$ cat config.mk
export PLATFORM = sky130hd
export DESIGN_NAME = line_rr_arbiter
export DESIGN_NICKNAME = d
export VERILOG_FILES = /design/src/rtl/line_arb_pkg.sv /design/src/rtl/line_rr_arbiter_rr_pick.sv /design/src/rtl/line_rr_arbiter.sv
export SDC_FILE = /design/constraint.sdc
export NUM_CORES = 1
export LEC_CHECK = 0
export BUFFER_PORTS_ARGS = -buffer_cell sky130_fd_sc_hd__buf_2
export CORE_MARGIN = 1.5
export CORE_UTILIZATION = 50
export CTS_CLUSTER_SIZE = 14
export DETAILED_ROUTE_END_ITERATION = 7
export PLACE_DENSITY_LB_ADDON = 0.3
export SETUP_SLACK_MARGIN = 0.1
export SLEW_MARGIN = 20
export SYNTH_ARGS = -nofsm -noshare
export SYNTH_HDL_FRONTEND = slang
export SYNTH_HIERARCHICAL = 1
export SYNTH_SLANG_ARGS = --single-unit
export TNS_END_PERCENT = 20
$ cat constraint.sdc
create_clock -name clk -period 3.4 [get_ports clk]
set_input_delay 0.68 -clock clk [delete_from_list [all_inputs] [get_ports clk]]
set_output_delay 0.68 -clock clk [all_outputs]
set_load 0.02 [all_outputs]
$ cat src/rtl/line_arb_pkg.sv
// rtl/line_arb_pkg.sv - shared types and defaults for the line round-robin arbiter
//
// Purpose: FSM state encoding and default sizing shared by line_rr_arbiter and rr_pick.
// Contents:
//   state_t     ST_IDLE / ST_GRANT / ST_GAP, 2-bit encoding
//   N_REQ_DEF   default requester count (power of two)
//   ADDR_W_DEF  default decoder address width, log2(N_REQ_DEF)
package line_arb_pkg;

  typedef enum logic [1:0] {
    ST_IDLE  = 2'd0,
    ST_GRANT = 2'd1,
    ST_GAP   = 2'd2
  } state_t;

  localparam int N_REQ_DEF  = 4;
  localparam int ADDR_W_DEF = 2;

endpackage

$ cat src/rtl/line_rr_arbiter_rr_pick.sv
// rtl/line_rr_arbiter_rr_pick.sv - combinational round-robin pick for the line arbiter
//
// Purpose: choose the first asserted request at or after the priority pointer, cyclically.
// Method:  rotate req down by ptr, priority-encode the lowest set bit, add ptr back.
// Ports:
//   req    in   N_REQ   request vector
//   ptr    in   ADDR_W  priority pointer (highest-priority index)
//   valid  out  1       any request asserted
//   index  out  ADDR_W  selected requester index
module rr_pick
  import line_arb_pkg::*;
#(
  parameter int N_REQ  = N_REQ_DEF,
  parameter int ADDR_W = ADDR_W_DEF
) (
  input  logic [N_REQ-1:0]  req,
  input  logic [ADDR_W-1:0] ptr,
  output logic              valid,
  output logic [ADDR_W-1:0] index
);

  logic [N_REQ-1:0]  rot;
  logic [ADDR_W-1:0] off;

  always_comb begin
    rot = '0;
    // N_REQ is a power of two, so ADDR_W-bit index arithmetic wraps for free.
    for (int i = 0; i < N_REQ; i++) begin
      rot[i] = req[ADDR_W'(i) + ptr];
    end
  end

  always_comb begin
    off = '0;
    // Scan downwards so the lowest set bit (closest to the pointer) wins.
    for (int i = N_REQ - 1; i >= 0; i--) begin
      if (rot[i]) begin
        off = ADDR_W'(i);
      end
    end
  end

  assign valid = |req;
  assign index = ptr + off;

endmodule

$ cat src/rtl/line_rr_arbiter.sv
// rtl/line_rr_arbiter.sv - round-robin owner of the shared one-hot line decoder
//
// Purpose: grants the decoder to one requester at a time, round-robin, with a one-cycle
//          break-before-make gap between owners. All outputs are registered.
// Optional feature: macro ARB_TIMEOUT_EN bounds a tenure to MAX_HOLD grant cycles.
// Ports:
//   clk      in   1       clock, rising edge
//   rst      in   1       asynchronous active-high reset
//   req      in   N_REQ   level requests, held for the whole transaction
//   grant    out  N_REQ   one-hot grant, zero outside GRANT
//   address  out  ADDR_W  decoder address, index of current/last owner
//   enable   out  1       decoder enable, high only in GRANT
//   busy     out  1       high in GRANT or GAP
//   timeout  out  1       one-cycle pulse in the GAP after a forced release
module line_rr_arbiter
  import line_arb_pkg::*;
#(
  parameter int N_REQ    = N_REQ_DEF,
  parameter int ADDR_W   = ADDR_W_DEF,
  parameter int MAX_HOLD = 16,
  parameter int CNT_W    = 5
) (
  input  logic              clk,
  input  logic              rst,
  input  logic [N_REQ-1:0]  req,
  output logic [N_REQ-1:0]  grant,
  output logic [ADDR_W-1:0] address,
  output logic              enable,
  output logic              busy,
  output logic              timeout
);

  state_t            state;
  logic [ADDR_W-1:0] ptr;
  logic              pick_valid;
  logic [ADDR_W-1:0] pick_idx;
  logic              hold_expired;

  rr_pick #(
    .N_REQ  (N_REQ),
    .ADDR_W (ADDR_W)
  ) u_pick (
    .req   (req),
    .ptr   (ptr),
    .valid (pick_valid),
    .index (pick_idx)
  );

`ifdef ARB_TIMEOUT_EN
  logic [CNT_W-1:0] hold_cnt;
  logic             timeout_q;

  // hold_cnt is zero in the first grant cycle, so MAX_HOLD-1 marks the last allowed cycle.
  assign hold_expired = (state == ST_GRANT) && (hold_cnt == CNT_W'(MAX_HOLD - 1));
  assign timeout      = timeout_q;

  always_ff @(posedge clk or posedge rst) begin
    if (rst) begin
      hold_cnt  <= '0;
      timeout_q <= 1'b0;
    end else begin
      // Only a release while req is still held counts as forced.
      timeout_q <= hold_expired && req[address];
      if (state == ST_GRANT) begin
        hold_cnt <= hold_cnt + 1'b1;
      end else begin
        hold_cnt <= '0;
      end
    end
  end
`else
  logic [CNT_W-1:0] unused_hold_cfg;

  assign unused_hold_cfg = CNT_W'(MAX_HOLD);
  assign hold_expired    = 1'b0;
  assign timeout         = 1'b0;
`endif

  always_ff @(posedge clk or posedge rst) begin
    if (rst) begin
      state   <= ST_IDLE;
      ptr     <= '0;
      grant   <= '0;
      address <= '0;
      enable  <= 1'b0;
      busy    <= 1'b0;
    end else begin
      case (state)
        ST_IDLE: begin
          if (pick_valid) begin
            state   <= ST_GRANT;
            address <= pick_idx;
            grant   <= N_REQ'(1) << pick_idx;
            enable  <= 1'b1;
            busy    <= 1'b1;
          end
        end
        ST_GRANT: begin
          // No preemption: only the owner's own req (or the hold limit) ends the tenure.
          if (!req[address] || hold_expired) begin
            state  <= ST_GAP;
            grant  <= '0;
            enable <= 1'b0;
            ptr    <= address + 1'b1;
          end
        end
        ST_GAP: begin
          state <= ST_IDLE;
          busy  <= 1'b0;
        end
        default: begin
          state  <= ST_IDLE;
          grant  <= '0;
          enable <= 1'b0;
          busy   <= 1'b0;
        end
      endcase
    end
  end

endmodule

==> impl_metrics.yaml <==
status:
  status: "finished clean"
final_layout:
  multi_input_area_um2: 449
  antennaDiodeCount: 0
  syn2layout_area_growth_pct: 8.99
  design_area_um2: 880
  fin_nets: 104
  ff_latch_area_um2: 300
  fillerInstances: 137
  drive_gt1_share_pct: 27.4
sta:
  tns_ns: 0
  fin_skew_ns: 0.00678
  max_freq_mhz: 432
  setup_viol: 0
  fin_crit_sh_pct: 68.1
  fin_crit_ns: 2.32
  rsz0062_at_grt: "no"
  hold_viol: 0
  slew_viol_final: 0
synth:
  syn_area_um2: 807
  synthFlopType: "dfrtp_1"
  ys_warn_count: 6
  yosysMostFrequentCell: "dfrtp_1"
  postSynthAreaPerCell_um2: 9.49
  synthDistinctLibCells: 38
  synthTopCellsByCount: "12 x dfrtp_1, 7 x nor2_1, 6 x inv_1, 6 x nand2_1, 5 x a21oi_1"
  syn_inst: 85
  synth-seq-cells: 12
  synth_top_cells_by_area: "dfrtp_1 37%, mux2i_1 3.7%, nor2_1 3.3%"
  yosysSeqAreaShare_pct: 37.2
  synth_top_cell_by_area: "dfrtp_1"
  async_flop_share_pct: 100
  synth_edf_count: 0
  syn_nets: 92
  yosysTopAreaCellShare_pct: 37.2
worst_setup_path:
  worstPathCellList: "buf_2 -> nor2_1 -> a2bb2oi_1 -> o211ai_1 -> o21a_1 -> ha_1 -> xnor2_1 -> xnor2_1 -> nor4bb_1 -> a31oi_1 -> o2bb2ai_1"
  crit_required_ns: 3.60
  critPathArrivalTime_ns: 2.51
  cpPeakStageDelay_ns: 0.30
  critical_path.max_fanout: 10
  start_kind: "input port"
  critPathSlowestCell: "xnor2_1"
  critPathKind: "input port to flip-flop"
  crit_path_end_kind: "flip-flop"
  path_common_cell: "xnor2_1"
power:
  vdd_drop_max_v: 0.000492
  totalPowerFinal_uw: 849
  powerDensity_nw_per_um2: 965
  leakagePower_nw: 0.406
clocking:
  insertion_delay_ns: 0.28
  cts_tree: "built"
  clk_pin_slew_ns: 0.07
  cts-buffers-inserted: 3
  cts_buffer_depth: 2
  cts_resized: 0
  hold_buffers: 0
  htreeDepth: 1
  cts.sinks: 12
  cts_root_buf: "clkbuf_4"
  post_cts_buffers: 0
hold_path:
  hold_class: "input port to asynchronous set/reset pin"
placed_design:
  io_buffers: 13
  placed_area_um2: 857
  dp_hpwl_mm: 1.15
  gp_congestion: 0.823
detailed_routing:
  wl_mm: 1.60
  drt-initial-drc-count: 9
  vias: 666
  drc_errors: 0
  drt.antenna.violating_nets: 0
  viasPerCell: 6.00
  dr.pass1.iters: 4
  route.detailed.wl_per_inst_um: 14.4
global_route:
  grt_pass1_vias: 607
  grt_pass1_wl_mm: 2.77
  grt_max_degree: 13
  antenna_found_initial: 0
  grt.total_usage_pct: 21.1
  grt-ovfl-total: 0
floorplan:
  initial_core_util_pct: 53.6
  rows: 14
  coreArea_um2: 1510
  die-area_um2: 1860
  ioPinCount: 15
  die_x_um: 43.2
  die_h_um: 43.2
job:
  maxCapViolations: 0
## metrics by stage
step	hold slack [ns]	cells	util, %	worst slack (ns)
6_report	0.401	111	58.4	1.08
5_1_grt	0.445	111	58.4	0.881
3_5_place_dp	0.484	108	56.9	0.819
4_1_cts	0.414	111	58.4	1.11
3_3_place_gp	0.481	108	56.9	0.845
2_1_floorplan	0.535	85	-	1.19
## critical path, delay by kind of cell
family	cells	cell delay, ns
buffers and inverters	1	0.16
AND/OR/NAND/NOR	2	0.44
adder cells (fa/ha/maj)	1	0.19
AO/OA/AOI/OAI	5	0.61
XOR/XNOR	2	0.43
## sequential cells by signal (all words and copies together), names as in the netlist
signal / count
ptr: 2
busy: 1
address: 2
state: 2
enable: 1
grant: 4
## layout make-up
cell class | instances | share of cell area, %
clock buffers | 3 | 2.56
inverters | 6 | 2.56
multi-input cells | 61 | 51.1
flip-flops and latches | 12 | 34.1
well taps | 16 | 2.28
repair buffers | 13 | 7.40
## routing by layer
layer / track usage, % / up-vias / wire length [um]
met5: 0 / - / 0
met4: 16.4 / 0 / 59
met3: 3.83 / 5 / 58
met2: 31.0 / 16 / 734
met1: 26.8 / 323 / 745
li1: - / 322 / -
## layout by cell type, fill, tap and decap left out, types with 2 or more instances in the layout
cell       count
nor3_1         2
o211ai_1       3
o2bb2ai_1      3
a31oi_1        2
dfrtp_1       12
mux2_2         2
a21oi_1        5
nor2_1         7
buf_2         13
inv_1          6
mux2i_1        3
nor3b_1        2
xnor2_1        2
nand2_1        6
nor2b_1        4
clkbuf_4       3
## worst paths after layout
kind / startpoint / endpoint / slack (ns) / cells past startpoint
setup / recovery: req[0] / grant[2] / 1.08 / 11
hold / removal: rst / state[1] / 0.40 / 2
setup reg to reg: ptr[1] / grant[2] / 1.15 / 10
hold reg to reg: grant[0] / grant[0] / 0.50 / 1
max in group asynchronous: rst / grant[0] / 2.67 / 2
min in group clk: grant[0] / grant[0] / 0.50 / 1
## power breakdown
part	total, mW	internal [mW]	switching, mW
Clock	0.0875	0.0411	0.0464
Sequential	0.306	0.206	0.0996
Combinational	0.455	0.223	0.232
Total	0.849	0.470	0.378
## cell families after synthesis
logic type | count (synthesis) | share of synthesized area, %
flip-flops | 12 | 37.2
AO/OA/AOI/OAI | 20 | 17.7
adder cells (fa/ha/maj) | 1 | 1.55
multiplexers | 7 | 11.2
buffers and inverters | 12 | 7.13
other | 1 | 0.465
XOR/XNOR | 2 | 2.17
AND/OR/NAND/NOR | 30 | 22.6
No activity file was read; power rests on OpenSTA's default activity.
